**src/rtl/bitmap_ram_sched_if.sv**
```systemverilog
// Bus bundle between ingest/query clients, the bitmap RAM scheduler and the RAM.
// The slave side is the scheduler; the master side is the clients plus the RAM.
interface bitmap_ram_sched_if #(
    parameter int unsigned DATA_WIDTH = 4,
    parameter int unsigned ADDR_WIDTH = 4,
    parameter int unsigned NUM_REQ    = 2
);
    localparam int unsigned MAP_W = 2 ** ADDR_WIDTH;

    logic [NUM_REQ-1:0]            wr_valid;
    logic [NUM_REQ-1:0]            wr_ready;
    logic [NUM_REQ*ADDR_WIDTH-1:0] wr_addr;
    logic [NUM_REQ*DATA_WIDTH-1:0] wr_val;
    logic                          q_valid;
    logic                          q_ready;
    logic [DATA_WIDTH-1:0]         q_val;
    logic                          rsp_valid;
    logic [MAP_W-1:0]              rsp_map;
    logic [ADDR_WIDTH:0]           rsp_count;
    logic                          clr_req;
    logic                          clr_done;
    logic                          busy;
    logic                          ram_rst;
    logic                          ram_write;
    logic [ADDR_WIDTH-1:0]         ram_a_addr;
    logic [DATA_WIDTH-1:0]         ram_a_din;
    logic [DATA_WIDTH-1:0]         ram_b_din;
    logic [MAP_W-1:0]              ram_b_dout;

    modport slave (
        input  wr_valid, wr_addr, wr_val, q_valid, q_val, clr_req, ram_b_dout,
        output wr_ready, q_ready, rsp_valid, rsp_map, rsp_count, clr_done, busy,
               ram_rst, ram_write, ram_a_addr, ram_a_din, ram_b_din
    );

    modport master (
        output wr_valid, wr_addr, wr_val, q_valid, q_val, clr_req, ram_b_dout,
        input  wr_ready, q_ready, rsp_valid, rsp_map, rsp_count, clr_done, busy,
               ram_rst, ram_write, ram_a_addr, ram_a_din, ram_b_din
    );
endinterface

```
**src/rtl/bitmap_ram_sched.sv**
```systemverilog
// Arbitrates writers, one query client and clear onto the dual-port presence-bitmap RAM,
// registering all RAM controls so the RAM samples them on the following negedge.
module bitmap_ram_sched #(
    parameter int unsigned DATA_WIDTH = 4,
    parameter int unsigned ADDR_WIDTH = 4,
    parameter int unsigned NUM_REQ    = 2
) (
    input  logic               clk,
    input  logic               rst,
    bitmap_ram_sched_if.slave  bus
);
    localparam int unsigned MAP_W = 2 ** ADDR_WIDTH;
    localparam int unsigned CNT_W = ADDR_WIDTH + 1;
    localparam int unsigned RR_W  = (NUM_REQ > 1) ? $clog2(NUM_REQ) : 1;

    typedef enum logic [1:0] {ST_INIT, ST_IDLE, ST_RD_WAIT, ST_CLEAR} state_t;

    state_t                r_state;
    logic [RR_W-1:0]       r_rr;
    logic                  r_last_q;
    logic                  r_ram_rst;
    logic                  r_ram_write;
    logic [ADDR_WIDTH-1:0] r_ram_a_addr;
    logic [DATA_WIDTH-1:0] r_ram_a_din;
    logic [DATA_WIDTH-1:0] r_ram_b_din;
    logic                  r_rsp_valid;
    logic [MAP_W-1:0]      r_rsp_map;
    logic [CNT_W-1:0]      r_rsp_count;
    logic                  r_clr_done;

    state_t                w_state_nxt;
    logic [RR_W-1:0]       w_rr_nxt;
    logic                  w_last_q_nxt;
    logic                  w_ram_rst_nxt;
    logic                  w_ram_write_nxt;
    logic [ADDR_WIDTH-1:0] w_a_addr_nxt;
    logic [DATA_WIDTH-1:0] w_a_din_nxt;
    logic [DATA_WIDTH-1:0] w_b_din_nxt;
    logic                  w_rsp_valid_nxt;
    logic [MAP_W-1:0]      w_rsp_map_nxt;
    logic [CNT_W-1:0]      w_rsp_count_nxt;
    logic                  w_clr_done_nxt;
    logic [NUM_REQ-1:0]    w_wr_ready;
    logic                  w_q_ready;

    logic [ADDR_WIDTH-1:0] w_addr_arr [NUM_REQ];
    logic [DATA_WIDTH-1:0] w_val_arr  [NUM_REQ];
    logic                  w_gnt_found;
    logic [RR_W-1:0]       w_gnt_idx;
    logic [RR_W-1:0]       w_cand;
    logic [CNT_W-1:0]      w_popcnt;

    for (genvar gi = 0; gi < NUM_REQ; gi++) begin : g_unpack
        assign w_addr_arr[gi] = bus.wr_addr[gi*ADDR_WIDTH +: ADDR_WIDTH];
        assign w_val_arr[gi]  = bus.wr_val[gi*DATA_WIDTH +: DATA_WIDTH];
    end

    // Round-robin pick: scan downward so the smallest offset from r_rr wins.
    always_comb begin
        w_gnt_found = 1'b0;
        w_gnt_idx   = '0;
        w_cand      = '0;
        for (int k = int'(NUM_REQ) - 1; k >= 0; k--) begin
            w_cand = RR_W'((int'(r_rr) + k) % int'(NUM_REQ));
            if (bus.wr_valid[w_cand]) begin
                w_gnt_found = 1'b1;
                w_gnt_idx   = w_cand;
            end
        end
    end

    always_comb begin
        w_popcnt = '0;
        for (int b = 0; b < int'(MAP_W); b++) begin
            w_popcnt = w_popcnt + CNT_W'(bus.ram_b_dout[b]);
        end
    end

    always_comb begin
        w_state_nxt     = r_state;
        w_rr_nxt        = r_rr;
        w_last_q_nxt    = r_last_q;
        w_ram_rst_nxt   = 1'b0;
        w_ram_write_nxt = 1'b0;
        w_a_addr_nxt    = r_ram_a_addr;
        w_a_din_nxt     = r_ram_a_din;
        w_b_din_nxt     = r_ram_b_din;
        w_rsp_valid_nxt = 1'b0;
        w_rsp_map_nxt   = r_rsp_map;
        w_rsp_count_nxt = r_rsp_count;
        w_clr_done_nxt  = 1'b0;
        w_wr_ready      = '0;
        w_q_ready       = 1'b0;
        case (r_state)
            ST_INIT: w_state_nxt = ST_IDLE;
            ST_IDLE: begin
                // A query loses its slot only right after another query with writers waiting.
                if (bus.clr_req) begin
                    w_state_nxt   = ST_CLEAR;
                    w_ram_rst_nxt = 1'b1;
                end else if (bus.q_valid && !(r_last_q && (|bus.wr_valid))) begin
                    w_q_ready    = 1'b1;
                    w_b_din_nxt  = bus.q_val;
                    w_last_q_nxt = 1'b1;
                    w_state_nxt  = ST_RD_WAIT;
                end else if (w_gnt_found) begin
                    w_wr_ready[w_gnt_idx] = 1'b1;
                    w_ram_write_nxt       = 1'b1;
                    w_a_addr_nxt          = w_addr_arr[w_gnt_idx];
                    w_a_din_nxt           = w_val_arr[w_gnt_idx];
                    w_rr_nxt              = RR_W'((int'(w_gnt_idx) + 1) % int'(NUM_REQ));
                    w_last_q_nxt          = 1'b0;
                end
            end
            ST_RD_WAIT: begin
                w_rsp_valid_nxt = 1'b1;
                w_rsp_map_nxt   = bus.ram_b_dout;
                w_rsp_count_nxt = w_popcnt;
                w_state_nxt     = ST_IDLE;
            end
            ST_CLEAR: begin
                w_clr_done_nxt = 1'b1;
                w_state_nxt    = ST_IDLE;
            end
            default: w_state_nxt = ST_IDLE;
        endcase
    end

    always_ff @(posedge clk) begin
        if (rst) begin
            r_state      <= ST_INIT;
            r_rr         <= '0;
            r_last_q     <= 1'b0;
            r_ram_rst    <= 1'b1;
            r_ram_write  <= 1'b0;
            r_ram_a_addr <= '0;
            r_ram_a_din  <= '0;
            r_ram_b_din  <= '0;
            r_rsp_valid  <= 1'b0;
            r_rsp_map    <= '0;
            r_rsp_count  <= '0;
            r_clr_done   <= 1'b0;
        end else begin
            r_state      <= w_state_nxt;
            r_rr         <= w_rr_nxt;
            r_last_q     <= w_last_q_nxt;
            r_ram_rst    <= w_ram_rst_nxt;
            r_ram_write  <= w_ram_write_nxt;
            r_ram_a_addr <= w_a_addr_nxt;
            r_ram_a_din  <= w_a_din_nxt;
            r_ram_b_din  <= w_b_din_nxt;
            r_rsp_valid  <= w_rsp_valid_nxt;
            r_rsp_map    <= w_rsp_map_nxt;
            r_rsp_count  <= w_rsp_count_nxt;
            r_clr_done   <= w_clr_done_nxt;
        end
    end

    assign bus.wr_ready   = w_wr_ready;
    assign bus.q_ready    = w_q_ready;
    assign bus.rsp_valid  = r_rsp_valid;
    assign bus.rsp_map    = r_rsp_map;
    assign bus.rsp_count  = r_rsp_count;
    assign bus.clr_done   = r_clr_done;
    assign bus.busy       = (r_state != ST_IDLE);
    assign bus.ram_rst    = r_ram_rst;
    assign bus.ram_write  = r_ram_write;
    assign bus.ram_a_addr = r_ram_a_addr;
    assign bus.ram_a_din  = r_ram_a_din;
    assign bus.ram_b_din  = r_ram_b_din;
endmodule

```
**src/flat_wrapper.sv**
```systemverilog
// flat-port wrapper written by rule: the top's interface ports become plain ports
module bitmap_ram_sched_flat 
#(
    parameter int unsigned DATA_WIDTH = 4,
    parameter int unsigned ADDR_WIDTH = 4,
    parameter int unsigned NUM_REQ    = 2
)
  (clk, rst, bus_wr_valid, bus_wr_addr, bus_wr_val, bus_q_valid, bus_q_val, bus_clr_req, bus_ram_b_dout, bus_wr_ready, bus_q_ready, bus_rsp_valid, bus_rsp_map, bus_rsp_count, bus_clr_done, bus_busy, bus_ram_rst, bus_ram_write, bus_ram_a_addr, bus_ram_a_din, bus_ram_b_din);
  bitmap_ram_sched_if #(.DATA_WIDTH(DATA_WIDTH), .ADDR_WIDTH(ADDR_WIDTH), .NUM_REQ(NUM_REQ)) bus_i ();
  input  logic clk;
  input  logic rst;
  input wire logic [$bits(bus_i.wr_valid)-1:0] bus_wr_valid;
  input wire logic [$bits(bus_i.wr_addr)-1:0] bus_wr_addr;
  input wire logic [$bits(bus_i.wr_val)-1:0] bus_wr_val;
  input wire logic [$bits(bus_i.q_valid)-1:0] bus_q_valid;
  input wire logic [$bits(bus_i.q_val)-1:0] bus_q_val;
  input wire logic [$bits(bus_i.clr_req)-1:0] bus_clr_req;
  input wire logic [$bits(bus_i.ram_b_dout)-1:0] bus_ram_b_dout;
  output wire logic [$bits(bus_i.wr_ready)-1:0] bus_wr_ready;
  output wire logic [$bits(bus_i.q_ready)-1:0] bus_q_ready;
  output wire logic [$bits(bus_i.rsp_valid)-1:0] bus_rsp_valid;
  output wire logic [$bits(bus_i.rsp_map)-1:0] bus_rsp_map;
  output wire logic [$bits(bus_i.rsp_count)-1:0] bus_rsp_count;
  output wire logic [$bits(bus_i.clr_done)-1:0] bus_clr_done;
  output wire logic [$bits(bus_i.busy)-1:0] bus_busy;
  output wire logic [$bits(bus_i.ram_rst)-1:0] bus_ram_rst;
  output wire logic [$bits(bus_i.ram_write)-1:0] bus_ram_write;
  output wire logic [$bits(bus_i.ram_a_addr)-1:0] bus_ram_a_addr;
  output wire logic [$bits(bus_i.ram_a_din)-1:0] bus_ram_a_din;
  output wire logic [$bits(bus_i.ram_b_din)-1:0] bus_ram_b_din;
  assign bus_i.wr_valid = bus_wr_valid;
  assign bus_i.wr_addr = bus_wr_addr;
  assign bus_i.wr_val = bus_wr_val;
  assign bus_i.q_valid = bus_q_valid;
  assign bus_i.q_val = bus_q_val;
  assign bus_i.clr_req = bus_clr_req;
  assign bus_i.ram_b_dout = bus_ram_b_dout;
  assign bus_wr_ready = bus_i.wr_ready;
  assign bus_q_ready = bus_i.q_ready;
  assign bus_rsp_valid = bus_i.rsp_valid;
  assign bus_rsp_map = bus_i.rsp_map;
  assign bus_rsp_count = bus_i.rsp_count;
  assign bus_clr_done = bus_i.clr_done;
  assign bus_busy = bus_i.busy;
  assign bus_ram_rst = bus_i.ram_rst;
  assign bus_ram_write = bus_i.ram_write;
  assign bus_ram_a_addr = bus_i.ram_a_addr;
  assign bus_ram_a_din = bus_i.ram_a_din;
  assign bus_ram_b_din = bus_i.ram_b_din;
  bitmap_ram_sched #(.DATA_WIDTH(DATA_WIDTH), .ADDR_WIDTH(ADDR_WIDTH), .NUM_REQ(NUM_REQ)) u_core (.clk(clk), .rst(rst), .bus(bus_i));
endmodule
```
**config.mk**
```make
export PLATFORM = sky130hd
export DESIGN_NAME = bitmap_ram_sched_flat
export DESIGN_NICKNAME = d
export VERILOG_FILES = /design/src/rtl/bitmap_ram_sched_if.sv /design/src/rtl/bitmap_ram_sched.sv /design/src/flat_wrapper.sv
export SDC_FILE = /design/constraint.sdc
export NUM_CORES = 1
export LEC_CHECK = 0
export CORE_MARGIN = 10
export CORE_UTILIZATION = 39
export DETAILED_ROUTE_END_ITERATION = 12
export GPL_ROUTABILITY_DRIVEN = 0
export PLACE_DENSITY = 0.76
export SLEW_MARGIN = 40
export SYNTH_ARGS = -nofsm -noshare
export SYNTH_HDL_FRONTEND = slang
export SYNTH_SLANG_ARGS = --single-unit
```
**constraint.sdc**
```tcl
create_clock -name clk -period 3.9 [get_ports clk]
set_input_delay 0.78 -clock clk [delete_from_list [all_inputs] [get_ports clk]]
set_output_delay 0.78 -clock clk [all_outputs]
set_load 0.005 [all_outputs]
```
==> results.toml <==
[outcome]
status = "finished, violations left"
violations = "negative setup slack"

[critical_path]
crit_chain = "buf_8 > ha_4 > inv_2 > fa_1 > inv_1 > fa_1 > fa_1 > inv_1 > fa_1 > inv_1 > fa_2 > inv_2 > fa_2 > a211oi_2"
critPathLaunchType = "input pin"
crit_type = "input pin to register"
cp-end-kind = "register"
timing.rr.end = "u_core.bus.ram_b_din[3]$_SDFFE_PP0P_"
crit_required_ns = 4.12
r2r_setup_slack_ns = 2.46
ff2ff_path_depth = 5
r2r-start = "u_core.r_state[0]$_SDFFE_PP0P_"
critical_path.most_common_cell = "fa_1"
slowest_stage = "fa_1"
path_max_fanout = 2
max_stage_delay_ns = 0.53
cp.arrival_ns = 4.28

[drt]
drcViolationCount = 0
post_drt_wl_per_cell_um = 15.0
wl_um = 5770
dr.pass1.iters = 4
via_per_inst = 4.83
vias = 1866
dr.first_iter.drc_count = 61
antenna_left = 0

[min_path]
min_to = "u_core.bus.rsp_map[8]$_SDFFE_PP0P_"
hp-class = "register to register"
holdCritStartpoint = "u_core.bus.rsp_map[8]$_SDFFE_PP0P_"
hold_depth = 2

[logic_synthesis]
synth_cells = 233
async_reset_ff_frac = 0
synth_cell_types = 33
synth_edf_count = 0
avgSynthCellArea_um2 = 8.85
synth_area_um2 = 2060
synth_fp_nets = 290
synth_flop_cell = "dfxtp_1"
synth-seq-cells = 41
yosys_warnings = 0
ys_seq_area_frac = 0.398

[cells_and_area]
instances_no_fill = 386
area_growth_pct = 51.5
nNetsFinal = 372
post-route-util = 0.611
n_antenna_cell = 0
layout-drive-gt1-share = 0.120
fill_cells = 468

[clocking]
clock_latency_ns = 0.30
cts_tree = "yes"
path_clk_slew_ns = 0.07
cts-buffers-inserted = 5
htree_num_levels = 2
root_buffer = "clkbuf_8"
clockBufferDepth = 2
cts.sinks = 41

[timing]
finClkSkew_ns = 0.00832
relSlewSlack = 0.496
fin_crit_sh = 1.04
layout_min_cycle_time_ns = 4.06
fin_ws_ns = -0.159
clock.fmax_ghz = 0.246
final_max_slew_viol_count = 0
setup-violations-final = 4
worstMarginPinSlew_ns = 0.753
finalHoldViolations = 0
rsz0062_at_grt = "true"

[global_routing]
grt_antenna_before_repair = 0
grt_pass1_wl_um = 9580
gr-total-overflow = 0
track_usage = 0.136
grt_pass1_vias = 1982
grt_max_degree = 23

[die]
chipWidth_um = 92.7
die_area_um2 = 8600
design.core.area_um2 = 5110
die_h_um = 92.7
rows = 26
initial_core_util = 0.404
top_level_ports = 83

[placed_design]
pre_cts_ws_ns = -0.889
dp.cells = 376
place_hpwl_um = 4460
numPortBuffers = 82

[pwr]
p_leak_nw = 1.19
irDropWorstVdd_mv = 0.196
p_per_area_nw_per_um2 = 398

[job]
drv_cap = 0
-- worst max-delay path by stage --
stage,startpoint,to,slack (ns)
after CTS,bus_ram_b_dout[1],u_core.bus.rsp_count[1]$_SDFFE_PP0P_,-0.17
after global placement,bus_ram_b_dout[0],u_core.bus.rsp_count[1]$_SDFFE_PP0P_,-0.80
after global routing,bus_ram_b_dout[1],u_core.bus.rsp_count[1]$_SDFFE_PP0P_,-0.27
after floorplan,bus_ram_b_dout[1],u_core.bus.rsp_count[1]$_SDFFE_PP0P_,-0.25
final,bus_ram_b_dout[1],u_core.bus.rsp_count[1]$_SDFFE_PP0P_,-0.16
after detailed placement,bus_ram_b_dout[0],u_core.bus.rsp_count[1]$_SDFFE_PP0P_,-0.89
-- power by group --
part	switching (W)	total [W]	internal, W
Sequential	0.0000110	0.000449	0.000438
Combinational	0.000180	0.000388	0.000208
Clock	0.000152	0.000406	0.000254
-- cell families (layout without fill, tap and decap cells) --
family	Yosys count	in the layout	synth area share
AND/OR/NAND/NOR	79	79	0.180
AO/OA/AOI/OAI	54	54	0.187
flip-flops	41	41	0.398
buffers and inverters	39	122	0.0837
adder cells (fa/ha/maj)	15	15	0.127
multiplexers	4	4	0.0194
XOR/XNOR	1	1	0.00425
-- routing by layer --
metal,global-route usage,wire [um],up-vias
met5,0,0,-
met4,0.0347,52,0
met3,0.0630,524,7
met2,0.222,2750,63
met1,0.158,2450,849
li1,-,-,947
-- metrics by stage --
stage | area, um2 | TNS [ns] | hold slack, ns | power (W)
2_1_floorplan | 2080 | -0.533 | 0.451 | 0.000669
3_3_place_gp | 2950 | -3.21 | 0.441 | 0.000805
3_5_place_dp | 2950 | -3.51 | 0.449 | 0.000816
4_1_cts | 3100 | -0.252 | 0.459 | 0.00124
5_1_grt | 3120 | -0.853 | 0.477 | 0.00132
6_report | 3120 | -0.357 | 0.455 | 0.00124
-- cell type report --
class                      instances  area (um2)  area share
clock buffer                       5        68.8      0.0220
clock inverter                     3        65.1      0.0208
inverter                          23        86.3      0.0276
multi-input combinational        153        1100       0.352
sequential                        41         821       0.263
tap                               70        87.6      0.0280
timing repair buffer              91         896       0.287
-- cell usage in the layout (no fill, tap or decap), drive strengths merged, types with 9 or more instances in the layout --
| cell type | Yosys | final |
|---|---|---|
| clkdlybuf4s50 | 0 | 75 |
| nand2 | 46 | 46 |
| dfxtp | 41 | 41 |
| inv | 23 | 23 |
| a21oi | 21 | 21 |
| nand3 | 11 | 11 |
| buf | 9 | 11 |
| o21ai | 10 | 10 |
| fa | 10 | 10 |
| a311oi | 9 | 9 |
-- Yosys cell counts, types with 2 or more instances --
master,n,share of area
nor2b_1,4,0.012
buf_6,2,0.011
o211ai_1,2,0.0073
fa_1,10,0.097
ha_1,5,0.030
a311oi_2,8,0.058
nand3_1,11,0.027
dfxtp_1,41,0.40
nand2b_1,4,0.012
a21oi_1,21,0.051
o21ai_0,10,0.024
clkbuf_1,7,0.013
nand2_1,46,0.084
a31oi_1,8,0.024
nor2_1,4,0.0073
mux2i_1,4,0.019
inv_1,22,0.040
and3_1,4,0.012
buf_2,6,0.015
-- sequential cells by signal (all words and copies together), names as in the netlist --
name / count
u_core.bus.rsp_map: 16
u_core.bus.rsp_count: 5
u_core.bus.ram_a_addr: 4
u_core.bus.ram_a_din: 4
u_core.bus.ram_b_din: 4
u_core.r_state: 2
u_core.bus.clr_done: 1
u_core.bus.ram_rst: 1
u_core.bus.ram_write: 1
u_core.bus.rsp_valid: 1
u_core.r_last_q: 1
u_core.r_rr: 1
-- critical path, delay by kind of cell --
kind / cells / cell delay [ns]
fa+ha+maj: 7 / 2.98
buf+inv: 6 / 0.36
compound gates: 1 / 0.17
-- what timing repair did --
item | CTS | global route
endpoints found under the hold margin | 0 | 0
hold buffers | 0 | 0
buffers inserted | 1 | 1
endpoints found under the setup margin | 5 | 4
resized for setup | 17 | 4
pin swaps | 7 | 6
Power figures use the tool's default switching activity.
